File: config.mk
export PLATFORM = sky130hd
export DESIGN_NAME = centrifugado_temporizador
export DESIGN_NICKNAME = d
export VERILOG_FILES = /design/src/rtl/centrifugado_temporizador.sv
export SDC_FILE = /design/constraint.sdc
export NUM_CORES = 1
export LEC_CHECK = 0
export CORE_MARGIN = 2
export CORE_UTILIZATION = 35
export DETAILED_ROUTE_END_ITERATION = 16
export RECOVER_POWER = 100
export SLEW_MARGIN = 10
export SYNTH_ARGS = -nofsm -noshare
export SYNTH_HDL_FRONTEND = slang
export SYNTH_SLANG_ARGS = --single-unit
File: constraint.sdc
create_clock -name clk_in -period 2.2 [get_ports clk_in]
set_input_delay 0.55 -clock clk_in [delete_from_list [all_inputs] [get_ports clk_in]]
set_output_delay 0.55 -clock clk_in [all_outputs]
set_load 0.02 [all_outputs]
File: src/rtl/centrifugado_temporizador.sv
// centrifugado_temporizador: drain/spin/brake sequencer timed by a 1 Hz tick enable
module centrifugado_temporizador #(
  parameter int unsigned T_CENTRI_1 = 150,
  parameter int unsigned T_CENTRI_2 = 200,
  parameter int unsigned T_CENTRI_3 = 275,
  parameter int unsigned T_CENTRI_4 = 375,
  parameter int unsigned T_VACIAR   = 10,
  parameter int unsigned T_FRENADO  = 5
) (
  input  logic       clk_in,
  input  logic       iReset,
  input  logic       iTick_1Hz,
  input  logic       iCentrifugarL,
  input  logic       iStart,
  input  logic       iPausa,
  input  logic       iCentri_1,
  input  logic       iCentri_2,
  input  logic       iCentri_3,
  input  logic       iCentri_4,
  output logic       iLed_Motor,
  output logic       iLed_Vaceando,
  output logic [8:0] iCuenta,
  output logic [2:0] iEstado,
  output logic       iFin,
  output logic       iError
);
  typedef enum logic [2:0] {
    IDLE        = 3'd0,
    VACIAR      = 3'd1,
    CENTRIFUGAR = 3'd2,
    FRENADO     = 3'd3,
    FIN         = 3'd4
  } estado_t;
  estado_t    estado_q;
  logic [8:0] cuenta_q, tiempo_q;
  logic       motor_q, vac_q, fin_q, error_q;
  logic       sel_ok, avanza;
  logic [8:0] sel_t;
  assign sel_ok = $onehot({iCentri_4, iCentri_3, iCentri_2, iCentri_1});
  assign sel_t  = iCentri_1 ? 9'(T_CENTRI_1) : iCentri_2 ? 9'(T_CENTRI_2) :
                  iCentri_3 ? 9'(T_CENTRI_3) : 9'(T_CENTRI_4);
  // a tick only counts while not paused; pause always wins
  assign avanza = iTick_1Hz && !iPausa;
  // phase sequencing, countdown and registered LED/done outputs
  always_ff @(posedge clk_in or posedge iReset)
    if (iReset) begin
      estado_q <= IDLE;
      cuenta_q <= 9'd0;
      tiempo_q <= 9'd0;
      motor_q  <= 1'b0;
      vac_q    <= 1'b0;
      fin_q    <= 1'b0;
      error_q  <= 1'b0;
    end else begin
      fin_q <= 1'b0;
      case (estado_q)
        IDLE:
          if (iStart && iCentrifugarL && sel_ok) begin
            estado_q <= VACIAR;
            cuenta_q <= 9'(T_VACIAR);
            tiempo_q <= sel_t;
            vac_q    <= 1'b1;
            error_q  <= 1'b0;
          end else if (iStart && !sel_ok)
            error_q <= 1'b1;
        FIN:
          estado_q <= IDLE;
        VACIAR, CENTRIFUGAR, FRENADO:
          if (!iCentrifugarL) begin
            estado_q <= IDLE;
            cuenta_q <= 9'd0;
            motor_q  <= 1'b0;
            vac_q    <= 1'b0;
          end else if (avanza && cuenta_q == 9'd1)
            case (estado_q)
              VACIAR: begin
                estado_q <= CENTRIFUGAR;
                cuenta_q <= tiempo_q;
                motor_q  <= 1'b1;
              end
              CENTRIFUGAR: begin
                estado_q <= FRENADO;
                cuenta_q <= 9'(T_FRENADO);
                motor_q  <= 1'b0;
              end
              default: begin
                estado_q <= FIN;
                cuenta_q <= 9'd0;
                motor_q  <= 1'b0;
                vac_q    <= 1'b0;
                fin_q    <= 1'b1;
              end
            endcase
          else begin
            cuenta_q <= avanza ? cuenta_q - 9'd1 : cuenta_q;
            motor_q  <= estado_q == CENTRIFUGAR && !iPausa;
          end
        default: begin
          estado_q <= IDLE;
          cuenta_q <= 9'd0;
          motor_q  <= 1'b0;
          vac_q    <= 1'b0;
        end
      endcase
    end
  assign iLed_Motor    = motor_q;
  assign iLed_Vaceando = vac_q;
  assign iCuenta       = cuenta_q;
  assign iEstado       = estado_q;
  assign iFin          = fin_q;
  assign iError        = error_q;
endmodule

=== Word-level counts from Yosys, hierarchy flattened ===
Index checks and enable logic that the tools add are counted.

* Flip-flop bits (word level): 25
* Input port bits: 10
* Output and inout port bits: 16
* Logic and storage cells: 69

* $add $sub $neg: 4
* Eq/ne operators: 10
* Muxes and demuxes: 29
* Bitwise operators: 1
* Reductions and logical operators: 18

{| class="wikitable"
|+ Operator list
! operator !! count
|-
| $mux 9 || 6
|-
| $pmux 9 s3 || 1
|-
| $pmux 9 s2 || 1
|-
| $mux 1 || 13
|-
| $pmux 3 s2 || 2
|-
| $eq 9x1->1 const B || 1
|-
| $mux 3 || 3
|-
| $sub 9x1->9 const B || 1
|-
| $mux 7 || 1
|-
| $eq 3x1->1 const B || 2
|-
| $eq 3x2->1 const B || 2
|-
| $logic_and 1x1->1 || 6
|-
| $ne 3x3->1 const B || 2
|-
| $reduce_and 2->1 || 3
|-
| $add 1x1->2 || 2
|-
| $ne 4x4->1 const B || 1
|-
| $reduce_and 4->1 || 1
|-
| $reduce_or 2->1 || 2
|-
| $add 2x2->3 || 1
|-
| $eq 3x3->1 const B || 1
|-
| $logic_not 3->1 || 1
|-
| $pmux 1 s3 || 1
|-
| $reduce_and 3->1 || 1
|-
| $reduce_or 3->1 || 1
|-
| other kinds (5) || 6
|}

=== Depth between registers and ports, before layout ===
Gate-level depths: netlist of run 1.

* Depth after elaboration: 7
* Gate-level depth with buffers: 10
* Mapped depth without buffers: 9

=== Worst setup path after synthesis of run 1 ===
No wires, ideal clock.

* Kind: in2reg
* From: input iCentri_1
* To: register cuenta_q[5] (netlist: iCuenta[5])
* Library setup time: 121 ps
* Data arrival time: 2631 ps
* Data required time: 2079 ps
* Setup slack: -552 ps
* Cell stages on the path: 10
* Buffers on the path: 1
* Cell sequence: inv_1 > fa_1 > inv_1 > ha_1 > ha_1 > nor3b_1 > and4_1 > buf_2 > o32ai_1 > a22o_1

* Longest elaborated chain between the ends: 6

{| class="wikitable"
|+ Ends and longest elaborated chain
! item !! line !! RTL
|-
| from (decl) || 16 || <nowiki>input logic iCentri_1,</nowiki>
|-
| $add 1x1->2 (not written as such) || 39 || <nowiki>assign sel_ok = $onehot({iCentri_4, iCentri_3, iCentri_2, iCentri_1});</nowiki>
|-
| $add 2x2->3 (not written as such) || 39 ||
|-
| $eq 3x1->1 || 39 ||
|-
| $logic_and 1x1->1 || 58 || <nowiki>if (iStart && iCentrifugarL && sel_ok) begin</nowiki>
|-
| $ne 2x2->1 (no line) || -- ||
|-
| $reduce_and 3->1 (no line) || -- ||
|-
| to (signal assigned) || 60 || <nowiki>cuenta_q <= 9'(T_VACIAR);</nowiki>
|-
| to (signal assigned) || 78 || <nowiki>cuenta_q <= tiempo_q;</nowiki>
|-
| to (signal assigned) || 83 || <nowiki>cuenta_q <= 9'(T_FRENADO);</nowiki>
|-
| to (decl) || 35 || <nowiki>logic [8:0] cuenta_q, tiempo_q;</nowiki>
|}

No other way between the ends.
A chain may end at the register's enable or synchronous reset.

=== Worst setup path in the final report of run 1 ===
* From: input iCentri_1
* To: register cuenta_q[8] (netlist: iCuenta[8])

The elaborated chain is that of the path after synthesis.

==> results.md, run 1 <==
* Failing checks: setup timing
* Post-synth EDFFs at 0
* Clk buf depth at 2
* Critical Path AT at 2.49 ns
* Worst-Margin Slew at between 1 and 1.5 ns
* Slowest cell on crit path: fa_1
* Root buffer cell: clkbuf_8
* Crit path cell chain: buf_8 > clkinvlp_4 > fa_1 > inv_2 > ha_4 > ha_4 > nor3b_4 > and4_4 > o22ai_2 > a32o_1
* Row count at 23
* #FFs+latches synth at 23
* Clock transition at the registers of the reported paths at about 0.09 ns
* CTS tree: built
* Pwr dens at 826 nW/um^2
* Worst setup SP type: input pin
* Height of the die at 69.3 um
* Fill count at 363
* TritonCTS Buffers at 3
* Status: finished, violations left
* RSZ-0062 raised after global routing: true
* Post-DP Area at 2000 sq um
* Reg2Reg Setup Slack at 0.08 ns
* Synthesized cell area at about 1500 sq um
* Largest net degree at the start of global routing at 24
* Final Hold Vio Count at 0
* DP Wirelength at 3020 um
* Vias per inst at 5.45
* Synthesized instance count at 160
* Max_cap viols at 0
* Final setup vio count at 13
* CP Class: input pin to flip-flop
* Fin nets at about 230
* Seq/Total Area, Yosys at 38.5%
* Max IR drop VDD at about 0.29 mV
* Yosys warns at 0
* Final core utilization at 52.5%
* Port Buffers at 25
* CTS Sinks at 23
* H-tree Lvls at 1
* Routed WL at a little over 4000 um
* Largest area contributor in the netlist: dfrtp_1
* Worst-Skew Late Latency at 0.28 ns
* Pre-antenna DRT Iters at 4
* Final Cell Area at 2130 sq um
* N_diodes at 0
* CP max FO at 6
* First-pass GRT wire length at 6640 um
* Period utilisation layout at 106%
* Max Freq at between 400 and 500 MHz
* Core area at 4060 sq um
* Chip width at 69.3 um
* Synth cell types at 49
* Setup crit end kind: flip-flop
* Rel. slew slack at 12.9%
* Yosys top cell area share at slightly below 40%
* Post-synth ARST share at 100%
* # IOs at 26
* Via count at 1412
* Hold/Removal Path Class: flip-flop to flip-flop
* Clk_skew at 0.00272 ns
* Mean Syn Cell Area at 9.34 sq um
* Power, Total at 1.76 mW
* Initial cell density of the core at a little under two fifths
* Setup ws final at -0.123 ns
* Vias in the first global route at 1391
* Largest cells by area after synthesis: dfrtp_1 (39%), ha_1 (6.7%), nand2_1 (6.3%)
* Synthesized netlist net count at 179
* Most frequent cells in the layout: nand2_1 (23), dfrtp_1 (23), buf_4 (19)
* Global route overflow at 0
* P&R area growth vs syn at 42.5%
* Final Slew Violations at 0
* Fin Hold WS at 0.470 ns
* Routed WL per cell at 15.5 um
* WP buf/inv at 3
* Leak at 0.962 nW
* Total track usage at roughly 17%
* Initial DRC count at 93
* Post-route ant nets at 0
* CTS Hold Buffers Added at 0
* Share of layout cells above drive strength 1 at about a quarter
* DRC errors left at 0
* Slowest stage delay, CP at 0.50 ns
* Ys flop type: dfrtp_1
* Final GP Congestion at between 0.8 and 0.9
* Crit-path most repeated cell: ha_4
* Die Area at 4810 sq um
* Initial antenna violation count at 0
* Shortest period the worst path allows at about 2.3 ns
* Req. time, crit path at 2.37 ns
* Delay-heaviest family, CP: adder cells
[registers in the layout (all words and copies together), names as in the netlist]
register and cells:
iLed_Motor 1, iFin 1, iEstado 3, iError 1, tiempo_q 7, iCuenta 9, iLed_Vaceando 1
[final cells by class]
| type | count | area (sq um) | share of cell area [%] |
|---|---|---|---|
| Tap cell | 50 | 62.6 | 2.94 |
| Clock buffer | 4 | 45.0 | 2.12 |
| Timing Repair Buffer | 50 | 449 | 21.1 |
| Sequential cell | 23 | 576 | 27.0 |
| Inverter | 9 | 37.5 | 1.76 |
| Multi-Input combinational cell | 123 | 960 | 45.1 |
[tightest hold or removal path: stages (launching register included)]
cell,delay [ns]
dfrtp_1,0.35
nand2_1,0.05
nand2_1,0.05
[through the flow]
| step | setup slack (ns) | TNS, ns | instances |
|---|---|---|---|
| after floorplan | -0.338 | -2.98 | 160 |
| after global placement | -0.925 | -15.23 | 253 |
| after detailed placement | -0.976 | -15.53 | 253 |
| after CTS | -0.181 | -1.83 | 259 |
| after global routing | -0.238 | -2.85 | 259 |
| final | -0.123 | -0.601 | 259 |
[kinds of logic (layout without fill, tap and decap cells)]
logic type,after synthesis,after routing,share of synthesized area [%]
buffers and inverters,14,63,3.68
DFF,23,23,38.5
and+or+nand+nor,69,69,26.4
xor gates and xnor gates,1,1,0.586
AOI/OAI and AO/OA,37,37,17.9
muxes,7,7,4.86
adders and majority gates,9,9,8.04
[where the power goes]
part | internal (mW) | switching, mW | total [mW]
Combinational | 0.401 | 0.420 | 0.821
Clock | 0.130 | 0.153 | 0.283
Sequential | 0.529 | 0.127 | 0.655
Total | 1.06 | 0.700 | 1.76
[repair_timing]
action                                  CTS  global route
gates resized for setup                  25             8
endpoints found under the setup margin   19            17
buffers inserted                          2             0
pin swaps                                 9             9
[layer usage]
| metal | share of wire [%] | vias up | global-route usage (%) |
|---|---|---|---|
| met4 | 1.9 | 0 | 8.71 |
| met1 | 47 | 687 | 22.4 |
| li1 | - | 691 | - |
| met3 | 2.6 | 7 | 3.20 |
| met2 | 49 | 27 | 27.8 |
| met5 | 0 | - | 0 |
[cells in the mapped netlist (2+ instances only)]
| library cell | number |
|---|---|
| nand2b_1 | 5 |
| and3_1 | 2 |
| ha_1 | 8 |
| mux2_2 | 2 |
| buf_2 | 2 |
| nor2_1 | 9 |
| mux2i_1 | 5 |
| a21oi_1 | 7 |
| nand3b_1 | 3 |
| nand2_1 | 25 |
| o21ai_0 | 6 |
| nor3b_1 | 2 |
| clkbuf_1 | 3 |
| a22o_1 | 2 |
| nand3_1 | 2 |
| dfrtp_1 | 23 |
| nor2b_1 | 2 |
| nor3_1 | 3 |
| inv_1 | 9 |
| o32ai_1 | 5 |
| nand4_1 | 2 |
| a21o_1 | 2 |
| a32o_1 | 3 |
| or3_1 | 2 |
| o22ai_1 | 2 |
[path summary, 6_finish.rpt]
kind                                   startpoint                 endpoint  cells past startpoint
setup / recovery                        iCentri_1   iCuenta[8]$_DFFE_PP0P_                     10
hold / removal                 iError$_DFFE_PP0P_       iError$_DFFE_PP0P_                      2
setup reg to reg           iCuenta[0]$_DFFE_PP0P_   iCuenta[6]$_DFFE_PP0P_                      6
hold reg to reg                iError$_DFFE_PP0P_       iError$_DFFE_PP0P_                      2
max in group asynchronous                  iReset   iCuenta[3]$_DFFE_PP0P_                      3
min in group asynchronous                  iReset  tiempo_q[2]$_DFFE_PP0P_                      3
Note: power is estimated with default switching activity, not from simulation.
==> run 2: changes to the inputs <==
--- a/config.mk
+++ b/config.mk
@@ -7,8 +7,9 @@
 export LEC_CHECK = 0
 export CORE_MARGIN = 2
 export CORE_UTILIZATION = 35
+export CTS_BUF_LIST = sky130_fd_sc_hd__clkbuf_16
 export DETAILED_ROUTE_END_ITERATION = 16
-export RECOVER_POWER = 100
+export RECOVER_POWER = 50
 export SLEW_MARGIN = 10
 export SYNTH_ARGS = -nofsm -noshare
 export SYNTH_HDL_FRONTEND = slang
==> run 2 against run 1 <==
Net effect: the flow still finishes with violations (setup timing); fmax decreased by 1.8%; setup slack got worse by 0.043 ns; first-iteration DRC count decreased by 20%; highest routed layer unchanged; global-route usage increased by 0.056 points; sequential power about the same; register-to-register slack about the same; cell count decreased by 0.39%; clock power increased by 42%; wire length increased by 0.99%; non-clock buffer count decreased by 1; hold slack got worse by 0.0013 ns; final area increased by 1.6%.
==> results.md, run 2 (same netlist as run 1, synthesis figures left out) <==
* Status: finished, violations left
* Failing checks: setup timing
* Fin cells at 258 (-0.39%)
* Clk_skew at 0.00293 ns (+0.000206 ns)
* Core area at 4060 sq um (unchanged)
* Share of layout cells above drive strength 1 at 25.5% (-0.36 points)
* Worst r2r path cells at 6 (unchanged)
* CP max FO at 6 (unchanged)
* Chip width at 69.3 um (unchanged)
* Post-route ant nets at 0 (unchanged)
* Routed WL per cell at 15.7 um (+1.4%)
* Die Area at 4810 sq um (unchanged)
* Max FFs per register at 9 (unchanged)
* Pwr dens at 881 nW/um^2 (+6.6%)
* # IOs at 26 (unchanged)
* Max Freq at 423 MHz (-1.8%)
* H-tree Lvls at 1 (unchanged)
* First-pass GRT wire length at 6740 um (+1.5%)
* Worst-Skew Late Latency at 0.26 ns (-0.02 ns)
* DP Wirelength at 3020 um (unchanged)
* P&R area growth vs syn at 44.8%
* TritonCTS Buffers at 3 (unchanged)
* Vias in the first global route at 1413 (+1.6%)
* Final Slew Violations at 0 (unchanged)
* Worst Hold End: iError$_DFFE_PP0P_
* Most common cell after layout, fill and taps aside: nand2_1
* Most frequent cells in the layout: nand2_1 (25), dfrtp_1 (23), clkdlybuf4s50_1 (21), buf_4 (21), nor2_1 (9)
* Critical Path AT at 2.51 ns (+0.02 ns)
* Clock transition at the registers of the reported paths at 0.06 ns (-0.03 ns)
* Fill count at 352 (-3.0%)
* Largest net degree at the start of global routing at 24 (unchanged)
* Req. time, crit path at 2.34 ns (-0.03 ns)
* Crit path cell chain: buf_8 > clkinvlp_4 > fa_1 > inv_2 > ha_4 > ha_4 > nor3b_4 > and4_4 > o22ai_2 > a32o_2
* Height of the die at 69.3 um (unchanged)
* Placed cells at 253 (unchanged)
* Pre-antenna DRT Iters at 4 (unchanged)
* CTS tree: built
* Worst setup SP type: input pin
* Rel. slew slack at 14.0% (+1.1 points)
* Port Buffers at 25 (unchanged)
* CTS Hold Buffers Added at 0 (unchanged)
* Period utilisation layout at 108% (+2.0 points)
* Via count at 1455 (+3.0%)
* R2R Path End: iCuenta[6]$_DFFE_PP0P_
* CTS Sinks at 23 (unchanged)
* Final GP Congestion at 0.801 (unchanged)
* Slowest stage delay, CP at 0.50 ns (about the same)
* Clk buf depth at 2 (unchanged)
* Max_cap viols at 0 (unchanged)
* Fin nets at 228 (-0.44%)
* Leak at 0.961 nW (about the same)
* DRC errors left at 0 (unchanged)
* Total track usage at 17.4% (+0.056 points)
* Row count at 23 (unchanged)
* RSZ-0062 raised after global routing: true
* Final Cell Area at 2160 sq um (+1.6%)
* CP Class: input pin to flip-flop
* Final setup vio count at 17 (+4)
* Reg2Reg Setup Slack at 0.09 ns (about the same)
* Setup crit end kind: flip-flop
* Vias per inst at 5.64 (+3.4%)
* Max IR drop VDD at 0.344 mV (+20%)
* R2R Path Start: iCuenta[0]$_DFFE_PP0P_
* Hold/Removal Path Class: flip-flop to flip-flop
* Initial cell density of the core at 36.8% (unchanged)
* Initial antenna violation count at 0 (unchanged)
* Worst-Margin Slew at 1.29 ns (-0.0163 ns)
* Setup ws final at -0.166 ns (-0.0430 ns)
* Worst hold stages at 2 (unchanged)
* Routed WL at 4060 um (+0.99%)
* Post-DP Area at 2000 sq um (unchanged)
* Min-delay src: iError$_DFFE_PP0P_
* Initial DRC count at 74 (-20%)
* N_diodes at 0 (unchanged)
* Shortest period the worst path allows at 2.37 ns (+0.0430 ns)
* Final Hold Vio Count at 0 (unchanged)
* Setup TNS at -0.947 ns (-0.345 ns)
* Global route overflow at 0 (unchanged)
* Slowest cell on crit path: fa_1
* Root buffer cell: clkbuf_16
* Crit-path most repeated cell: ha_4
==> run 2: cell type report <==
| type | count | area (sq um) | area share [%] |
|---|---|---|---|
| Clock buffer | 3 | 75.1 | 3.47 |
| Multi-Input combinational cell | 123 | 967 | 44.7 |
| Sequential cell | 23 | 576 | 26.6 |
| Tap cell | 50 | 62.6 | 2.89 |
| Inverter | 9 | 37.5 | 1.74 |
| Clock inverter | 1 | 3.75 | 0.174 |
| Timing Repair Buffer | 49 | 442 | 20.4 |
==> run 2: per-stage QoR <==
stage          utilization (%)  setup slack (ns)  power, mW  hold slack, ns
2_1_floorplan                -            -0.338       1.16           0.438
3_3_place_gp              49.3            -0.925       1.44           0.453
3_5_place_dp              49.3            -0.976       1.46           0.458
4_1_cts                   52.5            -0.207       1.89           0.473
5_1_grt                   53.3            -0.269       2.03           0.494
6_report                  53.3            -0.166       1.90           0.469
==> run 2: worst max path at each step <==
stage / start / endpoint / slack, ns / cells after the start
after floorplan: iCentri_1 / iCuenta[5]$_DFFE_PP0P_ / -0.34 / 10
after CTS: iCentri_1 / iCuenta[6]$_DFFE_PP0P_ / -0.21 / 10
after global routing: iCentri_1 / iCuenta[8]$_DFFE_PP0P_ / -0.27 / 10
after global placement: iCentri_1 / iCuenta[6]$_DFFE_PP0P_ / -0.92 / 10
after detailed placement: iCentri_1 / iCuenta[6]$_DFFE_PP0P_ / -0.98 / 10
final: iCentri_1 / iCuenta[8]$_DFFE_PP0P_ / -0.17 / 10
==> run 2: report_power, final <==
group,total (mW),switching (mW),internal (mW)
registers,0.658,0.129,0.529
logic,0.846,0.425,0.422
clock network,0.401,0.158,0.243
total,1.90,0.711,1.19
==> run 2: timing repair <==
item	CTS	global route
pin swaps	9	7
buffers inserted	1	0
hold endpoints to repair	0	0
endpoints found under the setup margin	19	17
gates resized for setup	22	10
==> run 2: per-layer routing <==
layer | track usage, % | share of wire [%] | wire [um] | up-vias
met5 | 0 | 0 | 0 | -
met2 | 27.6 | 48 | 1960 | 51
li1 | - | - | - | 691
met4 | 8.50 | 2.0 | 83 | 0
met1 | 22.2 | 44 | 1810 | 704
met3 | 4.22 | 5.1 | 206 | 9
==> run 2: worst max-delay path: cells and delay by family <==
kind | cells | cell delay [ns]
buf+inv | 3 | 0.19
simple gates | 2 | 0.53
compound gates | 2 | 0.37
fa+ha+maj | 3 | 0.86
==> run 3: changes to the inputs <==
--- a/config.mk
+++ b/config.mk
@@ -5,11 +5,13 @@
 export SDC_FILE = /design/constraint.sdc
 export NUM_CORES = 1
 export LEC_CHECK = 0
+export CAP_MARGIN = 5
 export CORE_MARGIN = 2
 export CORE_UTILIZATION = 35
 export CTS_BUF_LIST = sky130_fd_sc_hd__clkbuf_16
 export DETAILED_ROUTE_END_ITERATION = 16
 export RECOVER_POWER = 50
+export SKIP_LAST_GASP = 1
 export SLEW_MARGIN = 10
 export SYNTH_ARGS = -nofsm -noshare
 export SYNTH_HDL_FRONTEND = slang
==> run 3 against run 2 <==
Net effect: the run still ends with setup timing left; die area unchanged; register-to-register slack barely moved; via count fell by 0.55%; critical path depth stayed put; fmax about the same; clock power hardly changed; clock-buffer cell count is the same; critical endpoint unchanged; highest routed layer unchanged.
==> results.md, run 3 (same netlist as run 1, synthesis figures left out) <==
* Status: finished, violations left
* Failing checks: setup timing
* Worst hold stages at 2 (unchanged)
* Total track usage at 17.4% (+0.031 points)
* Placed cells at 253 (unchanged)
* Pre-antenna DRT Iters at 4 (unchanged)
* N_diodes at 0 (unchanged)
* Final setup vio count at 17 (unchanged)
* CP Class: input pin to flip-flop
* Largest net degree at the start of global routing at 24 (unchanged)
* Rel. slew slack at 13.5% (-0.46 points)
* R2R Path End: iCuenta[6]$_DFFE_PP0P_
* Delay-heaviest family, CP: adder cells
* Via count at 1447 (-0.55%)
* Final GP Congestion at 0.801 (unchanged)
* Slowest stage delay, CP at 0.50 ns (about the same)
* Fin nets at 228 (unchanged)
* Setup TNS at -0.978 ns (-0.0314 ns)
* Core area at 4060 sq um (unchanged)
* Vias per inst at 5.61 (-0.55%)
* CTS tree: built
* Most frequent cells in the layout: nand2_1 (25), dfrtp_1 (23), buf_4 (22)
* Max_cap viols at 0 (unchanged)
* Clock transition at the registers of the reported paths at 0.06 ns (about the same)
* Worst-Margin Slew at 1.30 ns (+0.00688 ns)
* TritonCTS Buffers at 3 (unchanged)
* P&R area growth vs syn at 43.3%
* Row count at 23 (unchanged)
* Root buffer cell: clkbuf_16
* RSZ-0062 raised after global routing: true
* Port Buffers at 25 (unchanged)
* Leak at 0.947 nW (-1.5%)
* Crit path cell chain: buf_8 > clkinvlp_4 > fa_1 > inv_2 > ha_4 > ha_4 > nor3b_4 > and4_4 > o22ai_2 > a32o_2
* Reg2Reg Setup Slack at 0.09 ns (about the same)
* Slowest cell on crit path: fa_1
* # IOs at 26 (unchanged)
* Routed WL at 4060 um (unchanged)
* Clk buf depth at 2 (unchanged)
* Clk_skew at 0.00302 ns (+0.0000911 ns)
* Chip width at 69.3 um (unchanged)
* Vias in the first global route at 1418 (+0.35%)
* Initial cell density of the core at 36.8% (unchanged)
* Height of the die at 69.3 um (unchanged)
* Setup crit end kind: flip-flop
* Max IR drop VDD at 0.346 mV (+0.31%)
* Initial antenna violation count at 0 (unchanged)
* Post-route ant nets at 0 (unchanged)
* Worst Hold End: iError$_DFFE_PP0P_
* Hold/Removal Path Class: flip-flop to flip-flop
* DRC errors left at 0 (unchanged)
* CP max FO at 6 (unchanged)
* Crit-path most repeated cell: ha_4
* Worst r2r path cells at 6 (unchanged)
* Share of layout cells above drive strength 1 at 24.5% (-0.96 points)
* Max FFs per register at 9 (unchanged)
* CTS Hold Buffers Added at 0 (unchanged)
* Worst-Skew Late Latency at 0.26 ns (about the same)
* WP buf/inv at 3 (unchanged)
* Fill count at 352 (unchanged)
* H-tree Lvls at 1 (unchanged)
* Final Hold Vio Count at 0 (unchanged)
* Fin cells at 258 (unchanged)
* Period utilisation layout at 108% (about the same)
* Shortest period the worst path allows at 2.37 ns (-0.00000700 ns)
* Setup ws final at -0.166 ns (+0.00000700 ns)
* Final Slew Violations at 0 (unchanged)
* First-pass GRT wire length at 6730 um (-0.10%)
* Global route overflow at 0 (unchanged)
* Routed WL per cell at 15.7 um (unchanged)
* DP Wirelength at 3020 um (unchanged)
* Critical Path AT at 2.51 ns (about the same)
* Initial DRC count at 71 (-4.1%)
* Die Area at 4810 sq um (unchanged)
* Final core utilization at 52.8% (-0.55 points)
* Req. time, crit path at 2.34 ns (about the same)
* Worst setup SP type: input pin
* R2R Path Start: iCuenta[0]$_DFFE_PP0P_
* Max Freq at 423 MHz (about the same)
* Min-delay src: iError$_DFFE_PP0P_
* Pwr dens at 883 nW/um^2 (+0.28%)
* Most common cell after layout, fill and taps aside: nand2_1
* CTS Sinks at 23 (unchanged)
run 3: cell count changes in the layout (fill, tap and decap cells not counted):
cell / change
o21ai_2: -2
o41ai_4: -1
o21ai_1: +2
buf_4: +1
o41ai_2: +1
buf_6: -1
run 3: what timing repair did:
item / in CTS / in global routing
endpoints found under the hold margin: 0 / 0
pin swaps: 9 / 6
gates resized for setup: 18 / 10
setup buffers: 1 / 0
setup endpoints to repair: 19 / 17
run 3: layout make-up:
type | instances | area (sq um) | area share [%]
flip-flops and latches | 23 | 576 | 26.9
multi-input cells | 123 | 948 | 44.3
well taps | 50 | 62.6 | 2.92
clock inverters | 1 | 3.75 | 0.175
clock buffers | 3 | 75.1 | 3.51
repair buffers | 49 | 438 | 20.5
inverters | 9 | 37.5 | 1.75
run 3: worst max-delay path by stage:
stage | from | endpoint | slack, ns | cells after the start
3_5_place_dp | iCentri_1 | iCuenta[6]$_DFFE_PP0P_ | -0.98 | 10
3_3_place_gp | iCentri_1 | iCuenta[6]$_DFFE_PP0P_ | -0.92 | 10
6_report | iCentri_1 | iCuenta[8]$_DFFE_PP0P_ | -0.17 | 10
5_1_grt | iCentri_1 | iCuenta[8]$_DFFE_PP0P_ | -0.27 | 10
4_1_cts | iCentri_1 | iCuenta[6]$_DFFE_PP0P_ | -0.21 | 10
2_1_floorplan | iCentri_1 | iCuenta[5]$_DFFE_PP0P_ | -0.34 | 10
run 3: worst register-to-register path, delay by kind of cell (launching register included):
kind	cells	cell delay [ns]
simple gates	2	0.86
flops	1	0.45
compound gates	2	0.35
fa+ha+maj	1	0.23
buf+inv	1	0.13
run 3: metrics by stage:
step / hold WS, ns / instance area [sq um] / total power [mW] / setup slack, ns
finish: 0.469 / 2140 / 1.89 / -0.166
global route: 0.494 / 2140 / 2.01 / -0.269
CTS: 0.473 / 2110 / 1.88 / -0.207
detailed placement: 0.458 / 2000 / 1.46 / -0.976
global placement: 0.453 / 2000 / 1.44 / -0.925
floorplan: 0.438 / 1550 / 1.16 / -0.338
run 3: metal layers:
metal,track usage (%),wire length (um)
met1,22.1,1790
met2,27.8,1980
met3,4.22,213
met4,8.50,81
met5,0,0
run 3: where the power goes:
group	leakage [nW]	total [mW]	switching [mW]	internal (mW)
sequential	0.302	0.656	0.127	0.529
clock	0.0423	0.401	0.159	0.243
combinational	0.603	0.833	0.418	0.414
